`config.mk`:
```
export PLATFORM = sky130hd
export DESIGN_NAME = spi_cmd_master
export DESIGN_NICKNAME = d
export VERILOG_FILES = /design/src/rtl/spi_cmd_pkg.sv /design/src/rtl/spi_byte_shift.sv /design/src/rtl/spi_cmd_master.sv
export SDC_FILE = /design/constraint.sdc
export NUM_CORES = 1
export LEC_CHECK = 0
export ABC_AREA = 1
export CORE_ASPECT_RATIO = 1.4
export CORE_MARGIN = 2
export CORE_UTILIZATION = 58
export CTS_CLUSTER_SIZE = 8
export DETAILED_ROUTE_END_ITERATION = 12
export PLACE_DENSITY = 0.95
export RECOVER_POWER = 100
export SLEW_MARGIN = 10
export SYNTH_ARGS = -nofsm -noshare
export SYNTH_HDL_FRONTEND = slang
export SYNTH_HIERARCHICAL = 1
export SYNTH_SLANG_ARGS = --single-unit
```
`constraint.sdc`:
```
create_clock -name i_sys_clk -period 3.27 [get_ports i_sys_clk]
set_clock_uncertainty 0.05 [all_clocks]
set_input_delay 0.327 -clock i_sys_clk [delete_from_list [all_inputs] [get_ports i_sys_clk]]
set_output_delay 0.327 -clock i_sys_clk [all_outputs]
set_load 0.02 [all_outputs]
```
`src/rtl/spi_cmd_pkg.sv`:
```
// Shared definitions for the two-byte SPI command protocol: a command byte {rw, sel, ioc}
// followed by one data byte. The responder-side logic imports this package too.
package spi_cmd_pkg;

    localparam int CMD_RW_BIT = 7;
    localparam int CMD_SEL_HI = 6;
    localparam int CMD_SEL_LO = 5;
    localparam int CMD_IOC_HI = 4;
    localparam int CMD_IOC_LO = 0;

    localparam logic WR = 1'b1;
    localparam logic RD = 1'b0;

    localparam int BIT_MAX = 7;

    typedef enum logic [2:0] {
        ST_IDLE,
        ST_LEAD,
        ST_SHIFT,
        ST_GAP,
        ST_TRAIL,
        ST_CSHI
    } spi_state_e;

    function automatic logic [7:0] pack_cmd(input logic rw, input logic [1:0] sel,
                                            input logic [4:0] ioc);
        logic [7:0] cmd;
        cmd = '0;
        cmd[CMD_RW_BIT]            = rw;
        cmd[CMD_SEL_HI:CMD_SEL_LO] = sel;
        cmd[CMD_IOC_HI:CMD_IOC_LO] = ioc;
        return cmd;
    endfunction

endpackage

```
`src/rtl/spi_byte_shift.sv`:
```
// Byte-wide SPI shift register: parallel load, MISO sample on SCK rise, shift on SCK fall.
// Timing is entirely up to the caller; this block only reacts to its strobes.
module spi_byte_shift (
    input  logic       clk_i,
    input  logic       rst_i,
    input  logic       load_i,
    input  logic [7:0] load_data_i,
    input  logic       rise_i,
    input  logic       fall_i,
    input  logic       miso_i,
    output logic [7:0] data_o
);

    logic [7:0] data_q;
    logic       sample_q;

    // The bit sampled on the rise enters at the LSB on the following fall, so after
    // eight full bits the register holds the received byte MSB first.
    always_ff @(posedge clk_i or posedge rst_i) begin
        if (rst_i) begin
            data_q   <= '0;
            sample_q <= 1'b0;
        end else begin
            if (rise_i) begin
                sample_q <= miso_i;
            end
            if (load_i) begin
                data_q <= load_data_i;
            end else if (fall_i) begin
                data_q <= {data_q[6:0], sample_q};
            end
        end
    end

    assign data_o = data_q;

endmodule

```
`src/rtl/spi_cmd_master.sv`:
```
// SPI mode-0 initiator for the two-byte command protocol: request/response handshake on
// one side, registered SCK/MOSI/CS_b on the other, optional read-back of the data byte.
module spi_cmd_master
    import spi_cmd_pkg::*;
#(
    parameter int CLK_DIV = 4,
    parameter int GAP_HP  = 4
) (
    input  logic       i_sys_clk,
    input  logic       i_rst,
    input  logic       i_req_valid,
    output logic       o_req_ready,
    input  logic       i_req_rw,
    input  logic [1:0] i_req_sel,
    input  logic [4:0] i_req_ioc,
    input  logic [7:0] i_req_data,
    output logic       o_rsp_valid,
    output logic [7:0] o_rsp_data,
    output logic       o_spi_sck,
    output logic       o_spi_mosi,
    input  logic       i_spi_miso,
    output logic       o_spi_cs_b
);

    localparam int DIV_W = $clog2(CLK_DIV - 1) + 1;
    localparam int GAP_W = $clog2(GAP_HP - 1) + 1;
    localparam int BIT_W = $clog2(BIT_MAX) + 1;

    localparam logic [DIV_W-1:0] DIV_MAX  = DIV_W'(CLK_DIV - 1);
    localparam logic [GAP_W-1:0] GAP_MAX  = GAP_W'(GAP_HP - 1);
    localparam logic [BIT_W-1:0] BIT_LAST = BIT_W'(BIT_MAX);

    spi_state_e       state_q;
    logic [DIV_W-1:0] div_q;
    logic [DIV_W-1:0] div_d;
    logic [GAP_W-1:0] gap_q;
    logic [BIT_W-1:0] bit_q;
    logic             byte_q;
    logic             rw_q;
    logic [7:0]       data_q;
    logic             sck_q;
    logic             mosi_q;
    logic             cs_b_q;
    logic             ready_q;
    logic             rsp_valid_q;
    logic [7:0]       rsp_data_q;

    logic             div_done;
    logic             gap_done;
    logic             last_bit;
    logic             accept;
    logic             rise_en;
    logic             fall_en;
    logic             shift_fall;
    logic             load_en;
    logic [7:0]       load_byte;
    logic [7:0]       shift_data;

    always_comb begin
        div_done = (div_q == DIV_MAX);
        div_d    = div_done ? '0 : div_q + 1'b1;
        gap_done = (gap_q == GAP_MAX);
        last_bit = (bit_q == '0);
        accept   = i_req_valid && ready_q;

        rise_en  = div_done && ((state_q == ST_LEAD)
                             || (state_q == ST_GAP && gap_done)
                             || (state_q == ST_SHIFT && !sck_q && !last_bit));
        fall_en  = div_done && (state_q == ST_SHIFT) && sck_q;

        // The last fall of the command byte swaps in the data byte instead of shifting;
        // whatever MISO delivered during the command byte is dropped there.
        load_en    = accept || (fall_en && last_bit && !byte_q);
        shift_fall = fall_en && !(last_bit && !byte_q);
        load_byte  = accept ? pack_cmd(i_req_rw, i_req_sel, i_req_ioc) : data_q;
    end

    spi_byte_shift u_shift (
        .clk_i       (i_sys_clk),
        .rst_i       (i_rst),
        .load_i      (load_en),
        .load_data_i (load_byte),
        .rise_i      (rise_en),
        .fall_i      (shift_fall),
        .miso_i      (i_spi_miso),
        .data_o      (shift_data)
    );

    always_ff @(posedge i_sys_clk or posedge i_rst) begin
        if (i_rst) begin
            state_q     <= ST_IDLE;
            div_q       <= '0;
            gap_q       <= '0;
            bit_q       <= '0;
            byte_q      <= 1'b0;
            rw_q        <= RD;
            data_q      <= '0;
            sck_q       <= 1'b0;
            mosi_q      <= 1'b0;
            cs_b_q      <= 1'b1;
            ready_q     <= 1'b1;
            rsp_valid_q <= 1'b0;
            rsp_data_q  <= '0;
        end else begin
            rsp_valid_q <= 1'b0;
            div_q       <= div_d;
            unique case (state_q)
                ST_IDLE: begin
                    div_q <= '0;
                    if (accept) begin
                        state_q <= ST_LEAD;
                        ready_q <= 1'b0;
                        cs_b_q  <= 1'b0;
                        mosi_q  <= i_req_rw;
                        rw_q    <= i_req_rw;
                        data_q  <= (i_req_rw == WR) ? i_req_data : 8'h00;
                        byte_q  <= 1'b0;
                        bit_q   <= BIT_LAST;
                    end
                end
                ST_LEAD: begin
                    if (rise_en) begin
                        state_q <= ST_SHIFT;
                        sck_q   <= 1'b1;
                    end
                end
                ST_SHIFT: begin
                    if (fall_en) begin
                        sck_q <= 1'b0;
                        if (!last_bit) begin
                            mosi_q <= shift_data[6];
                        end else begin
                            mosi_q <= byte_q ? 1'b0 : data_q[7];
                        end
                    end else if (rise_en) begin
                        sck_q <= 1'b1;
                        bit_q <= bit_q - 1'b1;
                    end else if (div_done) begin
                        state_q <= byte_q ? ST_TRAIL : ST_GAP;
                        gap_q   <= '0;
                    end
                end
                ST_GAP: begin
                    if (rise_en) begin
                        state_q <= ST_SHIFT;
                        sck_q   <= 1'b1;
                        byte_q  <= 1'b1;
                        bit_q   <= BIT_LAST;
                    end else if (div_done) begin
                        gap_q <= gap_q + 1'b1;
                    end
                end
                ST_TRAIL: begin
                    if (div_done) begin
                        state_q     <= ST_CSHI;
                        cs_b_q      <= 1'b1;
                        rsp_valid_q <= 1'b1;
                        rsp_data_q  <= (rw_q == WR) ? 8'h00 : shift_data;
                    end
                end
                ST_CSHI: begin
                    if (div_done) begin
                        state_q <= ST_IDLE;
                        ready_q <= 1'b1;
                    end
                end
                default: begin
                    state_q <= ST_IDLE;
                end
            endcase
        end
    end

    assign o_req_ready = ready_q;
    assign o_rsp_valid = rsp_valid_q;
    assign o_rsp_data  = rsp_data_q;
    assign o_spi_sck   = sck_q;
    assign o_spi_mosi  = mosi_q;
    assign o_spi_cs_b  = cs_b_q;

endmodule

```
; Word level (Yosys, flattened, before mapping)
; Index checks and enable logic that the tools add are counted.
[classes]
n_addsub = 3
eq_ne = 19
muxes = 42
n_reduce_logical = 38
[ops]
columns = operator, n
row1 = $mux 3, 14
row2 = $mux 8, 5
row3 = $ne 2x2->1 const B, 11
row4 = $mux 4, 4
row5 = $pmux 3 s5, 1
row6 = $reduce_bool 2->1, 7
row7 = $eq 3x2->1 const B, 4
row8 = $pmux 4 s3, 1
row9 = $reduce_and 3->1, 4
row10 = $logic_and 1x1->1, 11
row11 = $mux 1, 11
row12 = $pmux 1 s2, 5
row13 = $reduce_and 7->1, 1
row14 = $add 3x1->3 const B, 2
row15 = $eq 3x3->1 const B, 2
row16 = $pmux 3 s2, 1
row17 = $reduce_and 6->1, 1
row18 = $reduce_and 5->1, 1
row19 = $logic_not 1->1, 4
row20 = $logic_not 4->1, 1
row21 = $reduce_and 2->1, 2
row22 = $sub 4x1->4 const B, 1
row23 = $eq 3x1->1 const B, 1
row24 = $logic_not 3->1, 1
row25 = other kinds (4), 6
[word_totals]
register_bits = 45
in_bits = 20
out_inout_bits = 13
word_cells = 117

; Longest topological paths before layout
[depth]
ltp_word = 8
ltp_mapped = 11
depth_no_buf = 10

; By module
; Netlist, hierarchy kept.
[modules_own_cells]
columns = module, n_inst, cells_per_inst, area_each_um2, seq_area_each_um2
row1 = spi_cmd_master, 1, 237, 1856.8, 903.4
row2 = spi_byte_shift, 1, 49, 424.2, 225.2

; Worst setup path before layout
; Ideal clock, no wire load.
[synth_timing]
path_type = reg-to-reg
startpoint = reg div_q[0]
endpoint = reg u_shift.data_q[6] (netlist: u_shift/data_o[6])
setup_time_ns = 0.068
t_arrival_ns = 1.541
required_time_ns = 3.152
setup_slack_ns = 1.611
path_stages_with_launch = 12
path_buffers = 1
synth_period_minus_slack_ns = 1.659
path_cell_list = dfrtp_1 > ha_1 > nand2_1 > inv_1 > nand3_1 > inv_1 > nand2_1 > nand2_1 > buf_6 > nor2_8 > nand2_1 > nand3_1
[synth_via]
elab_chain_len = 7
elab_cells_between_ends = 9
cone_classes = 1 x eq/ne / 1 x mux / 7 x reduce/logical
[synth_lines]
columns = element, line
row1 = start: declaration, spi_cmd_master.sv:34  ; logic [DIV_W-1:0] div_q;
row2 = start signal: assignment, spi_cmd_master.sv:106  ; div_q <= div_d;
row3 = $eq 3x2->1 (*), spi_cmd_master.sv:60  ; div_done = (div_q == DIV_MAX);
row4 = $logic_and 1x1->1 (*) (2 in a row), spi_cmd_master.sv:69  ; fall_en = div_done && (state_q == ST_SHIFT) && sck_q;
row5 = $logic_and 1x1->1 (*) (2 in a row), spi_cmd_master.sv:73  ; load_en = accept || (fall_en && last_bit && !byte_q);
row6 = $logic_or 1x1->1 (*), spi_cmd_master.sv:73
row7 = net load_en, spi_cmd_master.sv:55  ; logic load_en;
row8 = $mux 8 / $reduce_bool 2->1 (equally long branches), n/a
row9 = end signal: assignment, spi_byte_shift.sv:28  ; data_q <= load_data_i;
row10 = end signal: assignment, spi_byte_shift.sv:30  ; data_q <= {data_q[6:0], sample_q};
row11 = end: declaration, spi_byte_shift.sv:14  ; logic [7:0] data_q;
; Mark *: on every way through the listed nets, which the timed path passes. The rest lies on a longest branch.
; A chain may end at the register's enable or synchronous reset.

; Worst setup path after layout
[layout_timing]
startpoint = reg state_q[0]
endpoint = reg mosi_q (netlist: o_spi_mosi)
[layout_via]
elab_chain_len = 5
elab_cells_between_ends = 9
cone_classes = 3 x eq/ne / 1 x mux / 5 x reduce/logical
[layout_lines]
columns = element, line
row1 = start: declaration, spi_cmd_master.sv:33  ; spi_state_e state_q;
row2 = start signal: assignment, spi_cmd_master.sv:139  ; state_q <= byte_q ? ST_TRAIL : ST_GAP;
row3 = $eq 3x2->1, "spi_cmd_master.sv:69, spi_cmd_master.sv:107"
row4 = $logic_and 1x1->1 (2 in a row), spi_cmd_master.sv:69
row5 = $ne 2x2->1 (no source line), n/a
row6 = $reduce_and 3->1 (no source line), n/a
row7 = end signal: assignment, spi_cmd_master.sv:114  ; mosi_q <= i_req_rw;
row8 = end signal: assignment, spi_cmd_master.sv:131  ; mosi_q <= shift_data[6];
row9 = end signal: assignment, spi_cmd_master.sv:133  ; mosi_q <= byte_q ? 1'b0 : data_q[7];
row10 = end: declaration, spi_cmd_master.sv:42  ; logic mosi_q;
; Parallel ways exist; a longest one is shown, timed or not.

==> summary.md <==
| Metric | Value |
|---|---|
| Post-Place Setup Slack | `1140 ps` |
| Die W | `57 um` |
| Drt total wl | `4800 um` |
| Maximum vdd drop | `approximately 0.00033 V` |
| Power per cell area | `between 300 and 400 nW/um^2` |
| Clock power share | `a little under two fifths` |
| Vias | `roughly 2000` |
| Primary FF master, synth | `dfrtp_1` |
| Clock slew at reported path FFs | `roughly 90 ps` |
| Area of the multi-input gates | `roughly 1000 sq um` |
| FMAX | `400 MHz` |
| Net Sw Frac | `23.3%` |
| Number of synthesized flops with an enable pin | `0` |
| Switch Pwr | `approximately 0.22 mW` |
| Register Area | `about 1100 sq um` |
| Max-slew violations | `0` |
| Period utilization | `76.4%` |
| # resized after CTS | `0` |
| Clock Sink Count | `45` |
| Share of layout cells above drive strength 1 | `7.14%` |
| Via/cell ratio | `approximately 5.6` |
| Path type of the worst min-delay path | `input port to asynchronous set/reset pin` |
| Commonest non-fill, non-tap cell in the layout | `nand2_1` |
| Number of synthesized register bits | `45` |
| Status | `finished, final reports clean` |
| Final hold slack | `363 ps` |
| # fillers | `about 310` |
| Port Buf Inserts | `32` |
| CP top delay family | `simple AND/OR/NAND/NOR gates` |
| Pin slew with the least headroom to its limit | `973 ps` |
| Pint | `around 0.73 mW` |
| DRC Markers | `0` |
| Crit-path max cell delay | `around 670 ps` |
| Area leader, netlist | `dfrtp_1` |
| Crit Path Max Fanout | `13` |
| Combinational power share | `between 3 and 4%` |
| Max-slew headroom | `between 30% and 40%` |
| Hold_buf cts | `0` |
| Avg WL per Cell | `about 13 um` |
| Die height | `around 80 um` |
| Area fraction of the dominant cell type after synthesis | `47.2%` |
| Vias in the first global route | `just under 2000` |
| Largest net degree at the start of global routing | `20` |
| Top-Level Pins | `33` |
| Total Die Area | `around 4500 sq um` |
| Post-CTS Setup Bufs | `0` |
| Crit start category | `flip-flop` |
| Syn_nets | `between 300 and 400` |
| Drt pass-1 iters | `4` |
| Commonest cells after routing, fill and taps aside | `nand2_1 (116), dfrtp_1 (43), nand3_1 (42), inv_1 (24), clkdlybuf4s50_1 (18)` |
| Leading post-synthesis cells by cell area | `dfrtp_1 (47%), nand2_1 (19%), nand3_1 (8.8%), inv_1 (3.5%), dfstp_2 (2.3%)` |
| Mapped Cells | `between 200 and 300` |
| Mapped Area | `between 2000 and 2500 sq um` |
| Crit-path slowest cell | `nor2_1` |
| Placer congestion estimate | `slightly below 1` |
| Antenna violation net count after detailed routing | `0` |
| Worst Path Buf+Inv | `3` |
| Seq/Total Area, Yosys | `between 40% and 50%` |
| Design Area, Final | `about 2700 sq um` |
| Arr. time, crit path | `2640 ps` |
| Dpl hpwl | `3590 um` |
| DRT iter0 DRCs | `124` |
| Final Net Count | `345` |
| Crit path cell chain | `inv_1 > nand2_1 > nor2_1 > inv_1 > nor2_1 > inv_2 > nand3_1 > o21ai_0` |
| Initial antenna violation count | `0` |
| Core ar. | `about 3900 sq um` |
| Mean Syn Cell Area | `about 8 sq um` |
| RSZ-0062 raised after global routing | `false` |
| Setup TNS | `0 ps` |
| Setup ws final | `about 770 ps` |
| Static leakage | `roughly 1.4 nW` |
| Placed cell area | `between 2000 and 3000 sq um` |
| Setup violators final | `0` |
| First-pass GRT wire length | `about 8000 um` |
| Overall power | `approximately 0.95 mW` |
| Critical path class | `flip-flop to flip-flop` |
| Yosys warns | `6` |
| Clock Path Buffers | `2` |
| CTS tree | `built` |
| Total track usage | `23.4%` |
| Clock buffer count from CTS | `5` |
| Yosys cell types | `31` |
| Crit end category | `flip-flop` |
| Max cap viols | `0` |
| Num rows | `27` |
| H-tree depth | `2` |
| Root buffer cell | `clkbuf_8` |
| Synth async-reset ratio | `100%` |
| Starting Density | `just under 60%` |
| Grt total ovfl | `0` |
| Final min period | `about 2500 ps` |
| Share of power burned in registers | `between 50 and 60%` |
| Area grow syn2layout | `17.6%` |
| Final Hold Viols | `0` |
| Worst-Skew Late Latency | `just over 300 ps` |
| Ant. Diodes | `0` |
| Worst Path Required | `approximately 3400 ps` |
==> registers in the layout, summed over array words and instances (netlist names) <==
name              count
o_req_ready           1
o_spi_cs_b            1
o_spi_mosi            1
div_q                 3
o_rsp_valid           1
gap_q                 3
data_q                8
state_q               3
u_shift/sample_q      1
o_rsp_data            8
o_spi_sck             1
byte_q                1
u_shift/data_o        8
rw_q                  1
bit_q                 4
==> cells in the mapped netlist (3+ instances only) <==
master,n
ha_1,4
nand2_1,113
nand4_1,5
o21ai_0,8
nor3_1,3
inv_2,6
o22ai_1,3
nand3_1,40
nand2_4,3
nor2_2,5
dfrtp_1,43
o21ai_1,4
inv_1,21
nor2_1,5
==> kinds of logic after synthesis <==
family	share of synthesized area (%)
and+or+nand+nor	37.0
DFF	49.5
adders and majority gates	2.19
buffers and inverters	6.31
AOI/OAI and AO/OA	4.99
==> worst paths after layout <==
| path | from | cells after the start | end | slack [ps] |
|---|---|---|---|---|
| max | state_q[0] | 8 | o_spi_mosi | 770 |
| max in group asynchronous | i_rst | 3 | gap_q[2] | 1320 |
| max reg2reg | state_q[0] | 8 | o_spi_mosi | 770 |
| min in group i_sys_clk | div_q[0] | 1 | div_q[0] | 420 |
| min reg2reg | div_q[0] | 1 | div_q[0] | 420 |
| min | i_rst | 2 | u_shift/data_o[3] | 360 |
==> stage by stage <==
step | util (%) | instances
6_report | 69.7 | 365
5_1_grt | 69.7 | 365
4_1_cts | 70.7 | 365
3_5_place_dp | 68.2 | 357
3_3_place_gp | 68.2 | 357
2_1_floorplan | - | 286
==> power groups by stage <==
stage                     combinational [mW]  clock, mW  sequential, mW
final                                 0.0353      0.362           0.556
after global routing                  0.0395      0.389           0.556
after CTS                             0.0369      0.363           0.556
after detailed placement              0.0367          0           0.567
after global placement                0.0369          0           0.567
after floorplan                       0.0100          0           0.567
==> layout make-up <==
cell class / instances / area share, %
clock buffers: 5 / 2.57
flip-flops and latches: 45 / 42.1
repair buffers: 33 / 12.1
inverters: 29 / 4.06
clock inverters: 3 / 0.933
multi-input cells: 207 / 36.3
well taps: 43 / 2.01
==> metal layers <==
layer	wire length (um)	share of wire (%)	track usage (%)	vias to the layer above
met4	139	2.9	12.8	0
li1	-	-	-	988
met3	266	5.5	5.60	13
met2	2500	52	39.7	82
met1	1900	40	26.8	950
met5	0	0	0	-
No activity file was read; power rests on OpenSTA's default activity.
